## src/rtl/pwm_gen_pkg.sv

```systemverilog
// pwm_gen_pkg: timer mode/state encodings and the PWM compare function.
package pwm_gen_pkg;
  typedef enum logic [1:0] {
    IDLE  = 2'b00,
    ARMED = 2'b01,
    RUN   = 2'b10
  } state_e;
  localparam logic [1:0] MODE_LEFT  = 2'b00;
  localparam logic [1:0] MODE_RIGHT = 2'b01;
  localparam logic [1:0] MODE_UNAL  = 2'b10;
  // Any functions value with bit 1 set selects unaligned mode.
  function automatic logic pwm_cmp(
    input logic [15:0] cnt,
    input logic [15:0] c1,
    input logic [15:0] c2,
    input logic [1:0]  f
  );
    return f[1] ? (cnt >= c1 && cnt < c2) : (f == MODE_RIGHT) ? (cnt >= c1) : (cnt < c1);
  endfunction
endpackage

```

## src/rtl/pwm_gen.sv

```systemverilog
// pwm_gen: shadowed single-channel PWM generator locked to an external timebase.
module pwm_gen
  import pwm_gen_pkg::*;
(
  input  logic        clk,
  input  logic        rst,
  input  logic        pwm_en,
  input  logic [15:0] count_val,
  input  logic [15:0] compare1,
  input  logic [15:0] compare2,
  input  logic [1:0]  functions,
  output logic        pwm_out,
  output logic        cycle_pulse,
  output logic [1:0]  state_o
);
  state_e      state_q, state_d;
  logic [15:0] count_val_q, cmp1_sh_q, cmp1_sh_d, cmp2_sh_q, cmp2_sh_d;
  logic [1:0]  func_sh_q, func_sh_d;
  logic        pwm_out_q, cycle_pulse_q, wrap, load;
  assign wrap = (count_val == '0) && (count_val_q != '0);
  always_comb begin
    state_d = !pwm_en ? IDLE :
              (state_q == IDLE)  ? ARMED :
              (state_q == ARMED) ? ((count_val == '0) ? RUN : ARMED) :
              (state_q == RUN)   ? RUN : IDLE;
    // Shadows follow the registers in IDLE, then only reload at period start.
    load = (state_q == IDLE) || ((state_d == RUN) && ((state_q == ARMED) || wrap));
    cmp1_sh_d = load ? compare1  : cmp1_sh_q;
    cmp2_sh_d = load ? compare2  : cmp2_sh_q;
    func_sh_d = load ? functions : func_sh_q;
  end
  always_ff @(posedge clk or posedge rst) begin
    if (rst) begin
      state_q       <= IDLE;
      count_val_q   <= '0;
      cmp1_sh_q     <= '0;
      cmp2_sh_q     <= '0;
      func_sh_q     <= '0;
      pwm_out_q     <= 1'b0;
      cycle_pulse_q <= 1'b0;
    end else begin
      state_q       <= state_d;
      count_val_q   <= count_val;
      cmp1_sh_q     <= cmp1_sh_d;
      cmp2_sh_q     <= cmp2_sh_d;
      func_sh_q     <= func_sh_d;
      pwm_out_q     <= (state_d == RUN) && pwm_cmp(count_val, cmp1_sh_d, cmp2_sh_d, func_sh_d);
      cycle_pulse_q <= (state_q == RUN) && (state_d == RUN) && wrap;
    end
  end
  assign pwm_out     = pwm_out_q;
  assign cycle_pulse = cycle_pulse_q;
  assign state_o     = state_q;
endmodule

```

## config.mk

```make
export PLATFORM = sky130hd
export DESIGN_NAME = pwm_gen
export DESIGN_NICKNAME = d
export VERILOG_FILES = /design/src/rtl/pwm_gen_pkg.sv /design/src/rtl/pwm_gen.sv
export SDC_FILE = /design/constraint.sdc
export NUM_CORES = 1
export LEC_CHECK = 0
export BUFFER_PORTS_ARGS = -buffer_cell sky130_fd_sc_hd__buf_2
export CAP_MARGIN = 15
export CORE_MARGIN = 2
export CORE_UTILIZATION = 54
export DETAILED_ROUTE_END_ITERATION = 12
export GPL_ROUTABILITY_DRIVEN = 0
export PLACE_DENSITY_LB_ADDON = 0.3
export SYNTH_ARGS = -nofsm -noshare
export SYNTH_HDL_FRONTEND = slang
export SYNTH_SLANG_ARGS = --single-unit
```

## constraint.sdc

```tcl
create_clock -name clk -period 4.3 [get_ports clk]
set_clock_uncertainty 0.05 [all_clocks]
set_input_delay 0.215 -clock clk [delete_from_list [all_inputs] [get_ports clk]]
set_output_delay 0.215 -clock clk [all_outputs]
set_load 0.05 [all_outputs]
```

==> summary.txt <==
Setup path
  – Crit path DAT: slightly below 4 ns
  – Critical-path top delay cell: or4_1
  – CP endpoint kind: flop
  – Critical path startpoint category: flop
  – Crit-path cells: nor4_1 > nand4_1 > nand4b_2 > o21a_4 > mux2i_1 > ha_1 > or4_1 > o211ai_1 > a21oi_1 > a211o_1 > a211oi_1 > a2bb2oi_1
  – Crit-path leading delay family: compound AO/OA/AOI/OAI gates
  – CP peak stage delay: 0.51 ns
  – Crit-path max FO: 30
  – Critical path type: flop to flop
  – Buf/Inv on CP: 0
  – CP required: ~4.5 ns
  – R2R Setup Slk: roughly 0.55 ns

Yosys
  – Ys flop type: dfrtp_1
  – Seq/Total Area, Yosys: between 40% and 50%
  – Unique masters post-synth: 38
  – Asr flop ratio synth: between 90% and 100%
  – Syn_nets: between 300 and 400
  – Ys Warns: 0
  – Post-synthesis area per instance: 11.8 µm²
  – Cells after synthesis: 233
  – Synth Register Bits: between 50 and 60
  – Mapped cell area: between 2000 and 3000 µm²
  – Post-synth EDFFs: 0

Global route
  – Global-route wire length before repair: about 9000 µm
  – Total gr overflow: 0
  – Gr usage total: about 22%
  – Initial antenna violation count: 0
  – Number of global-route vias before repair: 1959
  – Pin count of the biggest net entering global routing: 55

Power and ir drop
  – Power density cells: roughly 320 nW/µm²
  – Pleak: 1.67 nW
  – Maximum vdd drop: approximately 0.24 mV

STA
  – Final hold vios: 0
  – # setup viols final: 0
  – Period Utilization, post-route: between 80% and 90%
  – Max-slew violations: 0
  – Unrepaired setup endpoints after global routing: no
  – Final setup TNS: 0 ns
  – Fmax achieved: approximately 270 MHz
  – Slew HR: 62.5%
  – Min cycle time layout: around 3.8 ns
  – Worst Max-Slew Pin Slew: approximately 0.56 ns

CTS
  – CTS tree: done
  – Worst-skew pair later-pin latency: roughly 0.3 ns
  – Clock tree buffer depth: 2
  – Clock Sink Count: 54
  – Clock Pin Slew Worst Setup and Hold Paths: approximately 0.09 ns
  – Htree depth: 2
  – Root Driver: clkbuf_8
  – Post-CTS sizing: 0
  – Total CTS buffers: 5

Routing
  – First-pass DRT Iterations: 4
  – Initial DRC Count: 111
  – Detailed-route via count: between 1500 and 2000
  – ANT nets after route: 0
  – Drt total wl: around 5600 µm
  – Wire per inst: roughly 15 µm
  – Vias per inst: roughly 5.4
  – DRC errors left: 0

Final layout
  – Final Core Density: between 60% and 70%
  – Design Area, Final: roughly 3200 µm²
  – Antenna diodes: 0
  – Area grow syn2layout: 16.8%
  – Final #Nets: between 300 and 400
  – Share of cells above drive strength 1: 25.5%
  – FILL cells: between 400 and 500

Outcome
  – Status: completed

Floorplanning
  – Starting Density: between 50% and 60%
  – Die X: 75.3 µm
  – Die area: 5660 µm²
  – Die Y: 75.3 µm
  – CORE AREA: a little under 5000 µm²
  – Number of core rows: 25
  – # IOs: 57

Placed design
  – Estimated wirelength of the detail-placed design: about 4300 µm
  – Port bufs: 56
  – Area after DPL: about 3100 µm²

Flow run
  – Max cap viols: 0

Worst hold path
  – Hold/Removal Path Class: primary input to flop
==> sequential cells by signal, summed over array words and instances, names as in the netlist <==
name         count
cycle_pulse      1
count_val_q     16
func_sh_q        2
pwm_out          1
cmp1_sh_q       16
cmp2_sh_q       16
state_o          2
==> layer usage <==
metal	vias up	GRT usage [%]	share of wire [%]
met5	-	0	0
met4	0	5.85	1.6
met3	10	6.29	6.0
met2	64	35.3	47
met1	920	30.2	46
li1	953	-	-
==> metrics by stage <==
step / setup slack (ns) / instances / total power [mW] / hold WS [ns]
floorplan: 0.800 / 233 / 0.698 / 0.196
global placement: 0.649 / 353 / 0.765 / 0.324
detailed placement: 0.547 / 353 / 0.771 / 0.328
CTS: 0.507 / 359 / 1.05 / 0.0122
global route: 0.208 / 361 / 1.10 / 0.00152
finish: 0.547 / 361 / 1.04 / 0.0166
==> path summary, 6_finish.rpt <==
check                                          start                        end  cells after the start
max reg2reg                count_val_q[10]$_DFF_PP0_          pwm_out$_DFF_PP0_                     12
min in group asynchronous                        rst    cmp1_sh_q[10]$_DFF_PP0_                      3
max                        count_val_q[10]$_DFF_PP0_          pwm_out$_DFF_PP0_                     12
max in group asynchronous                        rst  count_val_q[11]$_DFF_PP0_                      4
min                                    count_val[13]  count_val_q[13]$_DFF_PP0_                      1
min reg2reg                   cmp2_sh_q[9]$_DFF_PP0_     cmp2_sh_q[9]$_DFF_PP0_                      2
==> final cells by class <==
type / instances / area, µm² / area share, %
well taps: 67 / 83.8 / 2.62
clock buffers: 6 / 82.6 / 2.58
repair buffers: 58 / 310 / 9.69
flip-flops and latches: 54 / 1350 / 42.2
inverters: 35 / 131 / 4.10
multi-input cells: 141 / 1240 / 38.8
==> what timing repair did <==
| item | CTS | global route |
|---|---|---|
| endpoints found under the hold margin | 0 | 10 |
| hold buffers | 0 | 1 |
| setup buffers | 0 | 0 |
==> logic make-up (layout without fill, tap and decap cells) <==
| kind of cell | count (synthesis) | count (layout) | synth area share (%) |
|---|---|---|---|
| and+or+nand+nor | 45 | 45 | 10.6 |
| AOI/OAI and AO/OA | 31 | 31 | 7.80 |
| buffers and inverters | 38 | 99 | 5.34 |
| muxes | 34 | 34 | 12.8 |
| adders and majority gates | 31 | 31 | 14.1 |
| DFF | 54 | 54 | 49.3 |
==> cell usage after synthesis, types with 3 or more instances <==
master    count  area share, %
nand3_1       3           0.55
mux2_2        5            2.1
ha_1         31             14
nand2_1       4           0.55
inv_1        35            4.8
nand4_1       6            1.4
o21ai_0       7            1.3
dfrtp_1      54             49
a21oi_1       7            1.3
mux2i_1      28             10
nor4_1        9            2.1
buf_2         3           0.55
nor2b_1       3           0.68
o211ai_1      4            1.1
nor2_1        5           0.68
==> layout by cell type (no fill, tap or decap), types with 6 or more instances in the layout <==
cell type	Yosys	final
o21ai_0	7	7
inv_1	35	34
dfrtp_1	54	54
nor4_1	9	9
nand4_1	6	6
ha_1	31	31
buf_2	3	56
clkbuf_8	0	6
a21oi_1	7	7
mux2i_1	28	28
==> power by group <==
group | switching, mW | internal (mW) | total (mW)
logic | 0.114 | 0.0914 | 0.205
registers | 0.0122 | 0.547 | 0.559
clock network | 0.149 | 0.125 | 0.274
No activity file was read; power rests on OpenSTA's default activity.
